--- src/rtl/pwm_pkg.sv ---
// pwm_pkg: shared types and constants for the PWM measurement slice.
//   pwm_meas_st_t : measurement FSM state (idle / input high / input low)
//   PWM_DUTY_W    : width of the decoded duty value
//   PWM_PERIOD    : generator period in clk cycles
//   sat_duty()    : high time minus one, saturated to the duty width
package pwm_pkg;

    localparam int unsigned PWM_DUTY_W = 10;
    localparam int unsigned PWM_PERIOD = 1024;

    typedef enum logic [1:0] {
        StIdle = 2'd0,
        StHigh = 2'd1,
        StLow  = 2'd2
    } pwm_meas_st_t;

    // High time is always >= 1 when captured, so the subtraction cannot underflow.
    function automatic logic [PWM_DUTY_W-1:0] sat_duty(input logic [31:0] hi_time);
        logic [31:0] m1;
        m1 = hi_time - 32'd1;
        if (m1 > 32'((1 << PWM_DUTY_W) - 1)) begin
            return '1;
        end
        return m1[PWM_DUTY_W-1:0];
    endfunction

endpackage

--- src/rtl/pwm_in_sync.sv ---
// pwm_in_sync: two-flop synchronizer plus history flop for an asynchronous input.
//   clk   : sampling clock (rising edge)
//   rst_n : asynchronous active-low reset, all flops clear to 0
//   din   : asynchronous input
//   lvl   : synchronized level (second flop)
//   rise  : synchronized level went 0 -> 1 this cycle
//   fall  : synchronized level went 1 -> 0 this cycle
module pwm_in_sync (
    input  logic clk,
    input  logic rst_n,
    input  logic din,
    output logic lvl,
    output logic rise,
    output logic fall
);

    logic r_s1;
    logic r_s2;
    logic r_prev;

    always_ff @(posedge clk or negedge rst_n) begin
        if (!rst_n) begin
            r_s1   <= 1'b0;
            r_s2   <= 1'b0;
            r_prev <= 1'b0;
        end else begin
            r_s1   <= din;
            r_s2   <= r_s1;
            r_prev <= r_s2;
        end
    end

    assign lvl  = r_s2;
    assign rise = r_s2 & ~r_prev;
    assign fall = ~r_s2 & r_prev;

endmodule

--- src/rtl/pwm_meas.sv ---
// pwm_meas: measures high time and period of an asynchronous PWM input in clk cycles.
//   clk       : system clock (rising edge)
//   rst_n     : asynchronous active-low reset
//   PWM_in    : asynchronous PWM input
//   duty      : high_time - 1 saturated to 10 bits
//   high_time : high cycles of the last complete period
//   period    : rising-edge to rising-edge cycles of the last complete period
//   vld       : one-cycle strobe, outputs above updated this cycle
//   stuck     : no qualifying edge for TIMEOUT cycles
//   stuck_lvl : synchronized input level captured when stuck was set
module pwm_meas
    import pwm_pkg::*;
#(
    parameter int unsigned CNT_W   = 12,
    parameter int unsigned TIMEOUT = 2047
) (
    input  logic                  clk,
    input  logic                  rst_n,
    input  logic                  PWM_in,
    output logic [PWM_DUTY_W-1:0] duty,
    output logic [CNT_W-1:0]      high_time,
    output logic [CNT_W-1:0]      period,
    output logic                  vld,
    output logic                  stuck,
    output logic                  stuck_lvl
);

    localparam logic [CNT_W-1:0] TO_CNT = CNT_W'(TIMEOUT);
    localparam logic [CNT_W-1:0] ONE    = CNT_W'(1);

    logic w_lvl;
    logic w_rise;
    logic w_fall;

    pwm_in_sync u_sync (
        .clk   (clk),
        .rst_n (rst_n),
        .din   (PWM_in),
        .lvl   (w_lvl),
        .rise  (w_rise),
        .fall  (w_fall)
    );

    pwm_meas_st_t r_state;
    pwm_meas_st_t w_state_nxt;

    logic [CNT_W-1:0]      r_cnt;
    logic [CNT_W-1:0]      r_hi_cap;
    logic [CNT_W-1:0]      r_period;
    logic [CNT_W-1:0]      r_high_time;
    logic [PWM_DUTY_W-1:0] r_duty;
    logic                  r_vld;
    logic                  r_stuck;
    logic                  r_stuck_lvl;

    logic [CNT_W-1:0] w_cnt_nxt;
    logic             w_cap_hi;
    logic             w_meas_done;
    logic             w_set_stuck;
    logic             w_clr_stuck;
    logic             w_timeout;

    // >= rather than == keeps the counter bounded even if a fall lands exactly on TIMEOUT.
    assign w_timeout = (r_cnt >= TO_CNT);

    // State register
    always_ff @(posedge clk or negedge rst_n) begin
        if (!rst_n) begin
            r_state <= StIdle;
        end else begin
            r_state <= w_state_nxt;
        end
    end

    // Next-state logic; an edge always wins over a coincident timeout.
    always_comb begin
        w_state_nxt = r_state;
        unique case (r_state)
            StIdle: begin
                if (w_rise) begin
                    w_state_nxt = StHigh;
                end
            end
            StHigh: begin
                if (w_fall) begin
                    w_state_nxt = StLow;
                end else if (w_timeout) begin
                    w_state_nxt = StIdle;
                end
            end
            StLow: begin
                if (w_rise) begin
                    w_state_nxt = StHigh;
                end else if (w_timeout) begin
                    w_state_nxt = StIdle;
                end
            end
            default: w_state_nxt = StIdle;
        endcase
    end

    // Per-state actions for the counter, captures and status flags.
    always_comb begin
        w_cnt_nxt   = r_cnt;
        w_cap_hi    = 1'b0;
        w_meas_done = 1'b0;
        w_set_stuck = 1'b0;
        w_clr_stuck = 1'b0;
        unique case (r_state)
            StIdle: begin
                if (w_rise) begin
                    // Arming edge only: the period that starts here is measured next.
                    w_cnt_nxt   = ONE;
                    w_clr_stuck = 1'b1;
                end else begin
                    w_cnt_nxt = w_timeout ? TO_CNT : r_cnt + ONE;
                    // Catches an input that never toggles after reset.
                    if (w_timeout && !r_stuck) begin
                        w_set_stuck = 1'b1;
                    end
                end
            end
            StHigh: begin
                if (w_fall) begin
                    w_cap_hi  = 1'b1;
                    w_cnt_nxt = r_cnt + ONE;
                end else if (w_timeout) begin
                    w_set_stuck = 1'b1;
                end else begin
                    w_cnt_nxt = r_cnt + ONE;
                end
            end
            StLow: begin
                if (w_rise) begin
                    w_meas_done = 1'b1;
                    w_cnt_nxt   = ONE;
                end else if (w_timeout) begin
                    w_set_stuck = 1'b1;
                end else begin
                    w_cnt_nxt = r_cnt + ONE;
                end
            end
            default: begin
                w_cnt_nxt = '0;
            end
        endcase
    end

    // Counter, capture and output registers
    always_ff @(posedge clk or negedge rst_n) begin
        if (!rst_n) begin
            r_cnt       <= '0;
            r_hi_cap    <= '0;
            r_period    <= '0;
            r_high_time <= '0;
            r_duty      <= '0;
            r_vld       <= 1'b0;
            r_stuck     <= 1'b0;
            r_stuck_lvl <= 1'b0;
        end else begin
            r_cnt <= w_cnt_nxt;
            r_vld <= w_meas_done;
            if (w_cap_hi) begin
                r_hi_cap <= r_cnt;
            end
            if (w_meas_done) begin
                r_period    <= r_cnt;
                r_high_time <= r_hi_cap;
                r_duty      <= sat_duty(32'(r_hi_cap));
            end
            if (w_set_stuck) begin
                r_stuck     <= 1'b1;
                r_stuck_lvl <= w_lvl;
            end else if (w_clr_stuck) begin
                r_stuck <= 1'b0;
            end
        end
    end

    assign duty      = r_duty;
    assign high_time = r_high_time;
    assign period    = r_period;
    assign vld       = r_vld;
    assign stuck     = r_stuck;
    assign stuck_lvl = r_stuck_lvl;

endmodule
--- config.mk ---
export PLATFORM = sky130hd
export DESIGN_NAME = pwm_meas
export DESIGN_NICKNAME = d
export VERILOG_FILES = /design/src/rtl/pwm_pkg.sv /design/src/rtl/pwm_in_sync.sv /design/src/rtl/pwm_meas.sv
export SDC_FILE = /design/constraint.sdc
export NUM_CORES = 1
export LEC_CHECK = 0
export ABC_CLOCK_PERIOD_IN_PS = 5950
export CORE_ASPECT_RATIO = 0.7
export CORE_UTILIZATION = 45
export DETAILED_ROUTE_END_ITERATION = 8
export PLACE_DENSITY = 0.69
export SETUP_SLACK_MARGIN = 0.15
export SLEW_MARGIN = 25
export SYNTH_ARGS = -nofsm -noshare
export SYNTH_HDL_FRONTEND = slang
export SYNTH_SLANG_ARGS = --single-unit
--- constraint.sdc ---
create_clock -name clk -period 5.95 [get_ports clk]
set_input_delay 1.785 -clock clk [delete_from_list [all_inputs] [get_ports clk]]
set_output_delay 1.785 -clock clk [all_outputs]
set_load 0.02 [all_outputs]
=== Word-level counts from Yosys, hierarchy flattened ===
Index checks and enable logic that the tools add are counted.

* Add/subtract/negate cells: 2
* $lt $le $gt $ge: 2
* Eq/ne operators: 3
* Muxes and demuxes: 28
* Bitwise logic cells: 4
* Reduce and logical (&&, ||, !) cells: 4

{| class="wikitable"
|+ Operators by type and width
! cell !! number
|-
| two-way mux 12 bit || 5
|-
| one-hot mux 12 bit (3 select lines) || 1
|-
| greater-than comparator 32 x 10 -> 1 bit, second input constant || 1
|-
| two-way mux 10 bit || 2
|-
| two-way mux 1 bit || 14
|-
| subtractor 12 x 1 -> 13 bit, second input constant || 1
|-
| adder 12 x 1 -> 12 bit, second input constant || 1
|-
| greater-or-equal comparator 12 x 11 -> 1 bit, second input constant || 1
|-
| two-way mux 2 bit || 4
|-
| one-hot mux 2 bit (3 select lines) || 1
|-
| one-hot mux 1 bit (3 select lines) || 1
|-
| bitwise AND 1 bit || 2
|-
| == test 2 x 1 -> 1 bit, second input constant || 1
|-
| == test 2 bit, second input constant || 1
|-
| logical NOT 2 bit || 1
|-
| inequality test 2 x 1 -> 1 bit, second input constant || 1
|-
| inverter 1 bit || 2
|-
| nonzero test 2 bit || 1
|-
| logical AND 1 bit || 1
|-
| logical NOT 1 bit || 1
|}

* Flip-flop bits (word level): 66
* Input port bits: 3
* Output and inout bits: 37
* Word-level logic and storage cells: 55

=== Depth between registers and ports, before layout ===
* Depth in word-level cells: 6
* Depth in mapped cells: 9
* Depth with buffers taken out: 8

=== Hierarchy ===
Synthesis repeated with hierarchy kept, for this count alone.

* Cell total of the unflattened synthesis: 355
* Area total of the unflattened synthesis: 3174.3 µm²

{| class="wikitable"
|+ By module, submodules not included
! module !! times used !! cells an instance !! area each (µm²) !! sequential area each (µm²)
|-
| pwm_meas || 1 || 350 || 3084.2 || 1576.5
|-
| pwm_in_sync || 1 || 5 || 90.1 || 75.1
|}

=== Worst setup path before layout ===
Ideal clock, no wire load.

* Path type: flip-flop to output port
* Start: register r_stuck, in the netlist stuck
* End: output stuck
* Arrival: 0.452 ns
* Required time: 4.165 ns
* Slack: 3.713 ns
* Cell stages (with the launch flop): 1
* Buffers on the path: 0
* Path through: dfrtp_1

{| class="wikitable"
|+ RTL lines
! what !! line !! source
|-
| start: declaration || pwm_meas.sv:53 || <nowiki>logic r_stuck;</nowiki>
|-
| start signal: assignment || pwm_meas.sv:158 || <nowiki>r_stuck <= 1'b0;</nowiki>
|-
| start signal: assignment || pwm_meas.sv:172 || <nowiki>r_stuck <= 1'b1;</nowiki>
|-
| start signal: assignment || pwm_meas.sv:175 || <nowiki>r_stuck <= 1'b0;</nowiki>
|-
| end: declaration || pwm_meas.sv:24 || <nowiki>output logic stuck,</nowiki>
|}

No word-level cell between the ends.

=== Worst setup path in the final report ===
* Start: register r_stuck, in the netlist stuck
* End: output stuck

No word-level cell between the ends.

==> results.toml <==
[status]
status = "finished, final reports clean"

[grt]
grt_overflow = 0
groute.usage.overall_pct = 21.3
grt_first_pass_wirelength_um = 12100
grt_start_max_net_pins = 46
grt_pass1_vias = 2426
antenna_found_initial = 0

[timing]
totalNegativeSetupSlack_ns = 0
finalMaxSlewViolations = 0
timing.fmax_mhz = 320
timing.hold.ws_ns = 0.353
layout_min_cycle_time_ns = 3.12
hold_violations = 0
worstMarginPinSlew_ns = 0.910
relSlewSlack_pct = 39.3
fin_skew_ns = 0.00673
post-route-period-util_pct = 52.5
setup-violations-final = 0
rsz0062_at_grt = "no"

[clock_tree]
cts-resized-gates = 0
clock_buffer_depth = 2
cts_htree_levels = 3
worstSkewPairLatency_ns = 0.33
postCtsSetupBuffers = 0
tritoncts.num_buffers = 9
cts_root_buffer = "sky130_fd_sc_hd__clkbuf_8"
clk_pin_slew_ns = 0.07
cts.hold.buffers_added = 0
clock_sinks = 66
tritoncts = "built"

[place]
io_buffers = 39
place.detailed.instances = 432
dp_hpwl_um = 4800
gp_congestion = 0.844

[setup_path]
critPathMaxFanout = 4
critPathLaunchType = "register"
critPathBufInv = 1
critical-path-max-stage-delay_ns = 0.62
timing.critical_path.max_delay_family = "buffers and inverters"
cp_cell_sequence = "clkdlybuf4s50_1"
critPathCaptureType = "output port"
worst-setup-path-type = "reg -> out"
crit_path_top_delay_cell = "sky130_fd_sc_hd__clkdlybuf4s50_1"
r2r_slack_ns = 3.13
required_time_at_the_worst_slack_endpoint_ns = 4.16
worst-endpoint-arrival_ns = 1.34

[flow_run]
count_of_max_cap_constraint_violations = 0

[routing]
vias_per_cell = 5.55
post_drt_wl_per_cell_um = 15.8
drt-initial-drc-count = 110
drt_first_pass_iters = 4
detail-route-antenna-nets = 0
route.detailed.drc = 0
dr_total_vias = 2476
routed_wl_um = 7060

[layout]
antennaDiodeCount = 0
final_cells = 446
fillCellCount = 597
drive_gt1_share_pct = 15.6
area_growth_pct = 19.1
finish.net_count = 355

[logic_synthesis]
post_synth_inst_count = 314
cell_area_after_synthesis_um2 = 3230
synth_enable_flop_cells = 0
synth_flop_cell = "sky130_fd_sc_hd__dfrtp_1"
netlist-cell-type-count = 52
synth-async-reset-ratio_pct = 100
synth_fp_nets = 320
synth.avg_cell_area_um2 = 10.3
yosysSeqAreaShare_pct = 51.1
synth_warnings = 0
synth_seq_cells = 66

[floorplan]
initial_core_util_pct = 47.2
die_y_extent_um = 72.9
dieArea_um2 = 7530
placeableCoreArea_um2 = 6850
placement_rows = 25
horizontal_die_dimension_um = 103
floorplan.io_pins = 40

[power_and_ir_drop]
pwr_per_cell_area_nw_per_um2 = 409
total_leakage_power_uw = 0.00168
peakVddDrop_uv = 171
total_power_uw = 1570

[min_path]
hp-class = "reg -> reg"
-- cell usage after synthesis, types with 6 or more instances --
master	count	area (um^2)
sky130_fd_sc_hd__xnor2_1	7	61.3
sky130_fd_sc_hd__inv_1	6	22.5
sky130_fd_sc_hd__clkbuf_1	10	37.5
sky130_fd_sc_hd__a21oi_1	12	60.1
sky130_fd_sc_hd__nor3_1	6	30.0
sky130_fd_sc_hd__nand2_1	47	176
sky130_fd_sc_hd__mux2_2	26	293
sky130_fd_sc_hd__nand3_1	6	30.0
sky130_fd_sc_hd__dfrtp_1	66	1650
sky130_fd_sc_hd__a31oi_1	10	62.6
sky130_fd_sc_hd__nor2_1	30	113
sky130_fd_sc_hd__o21ai_0	16	80.1
sky130_fd_sc_hd__nand2b_1	9	56.3
-- layer usage --
layer | GRT usage, % | vias to the layer above | wire [um]
met4 | 7.36 | 0 | 77
li1 | - | 1183 | -
met1 | 31.5 | 1212 | 3450
met3 | 5.17 | 8 | 366
met5 | 0 | - | 0
met2 | 30.7 | 73 | 3160
-- sequential cells by signal (all words and copies together), names as in the netlist --
| signal | flops |
|---|---|
| r_cnt | 12 |
| vld | 1 |
| period | 12 |
| stuck_lvl | 1 |
| duty | 10 |
| r_state | 2 |
| u_sync.lvl | 1 |
| stuck | 1 |
| high_time | 12 |
| u_sync.r_prev | 1 |
| u_sync.r_s1 | 1 |
| r_hi_cap | 12 |
-- layout make-up --
cell class	count	area, um^2	share of cell area (%)
Sequential cell	66	1650	42.9
Clock inverter	2	12.5	0.325
Timing Repair Buffer	41	400	10.4
Inverter	7	26.3	0.683
Clock buffer	12	165	4.29
Tap cell	94	118	3.06
Multi-Input combinational cell	224	1480	38.3
-- stage by stage --
step / area (um^2) / utilization [%] / worst slack, ns
2_1_floorplan: 3230 / - / 3.71
3_3_place_gp: 3670 / 53.6 / 3.09
3_5_place_dp: 3670 / 53.6 / 3.08
4_1_cts: 3850 / 56.2 / 2.81
5_1_grt: 3850 / 56.2 / 2.76
6_report: 3850 / 56.2 / 2.83
-- report_power, final --
part | total (uW) | switching (uW) | internal, uW
registers | 633 | 94.6 | 538
clock network | 338 | 158 | 180
logic | 602 | 318 | 284
total | 1570 | 571 | 1000
-- layout by cell type, fill, tap and decap left out, drive strengths merged, types with 4 or more instances in the layout --
cell type	n
o211ai	4
dfrtp	66
clkbuf	12
clkdlybuf4s50	38
o21ai	16
inv	7
mux2	26
a31oi	10
nand2	47
nor2	31
xnor2	7
nand2b	9
xor2	4
nor3	7
nand3	6
a21oi	12
-- path summary, 6_finish.rpt --
check                            start      endpoint  depth (start not counted)
setup / recovery                 stuck         stuck                          1
hold / removal             u_sync.r_s1    u_sync.lvl                          0
setup reg to reg              r_cnt[0]      r_cnt[0]                          8
hold reg to reg            u_sync.r_s1    u_sync.lvl                          0
max in group asynchronous        rst_n   r_hi_cap[5]                          2
min in group asynchronous        rst_n  high_time[3]                          1
-- logic make-up after synthesis --
logic type      Yosys count  synth area share, %
xor+xnor                 11                 2.98
fa+ha+maj                 3                 1.16
flops                    66                 51.1
mux                      28                 9.68
buf+inv                  24                 3.29
compound gates           68                 15.4
simple gates            114                 16.4
Note: power is estimated with default switching activity, not from simulation.
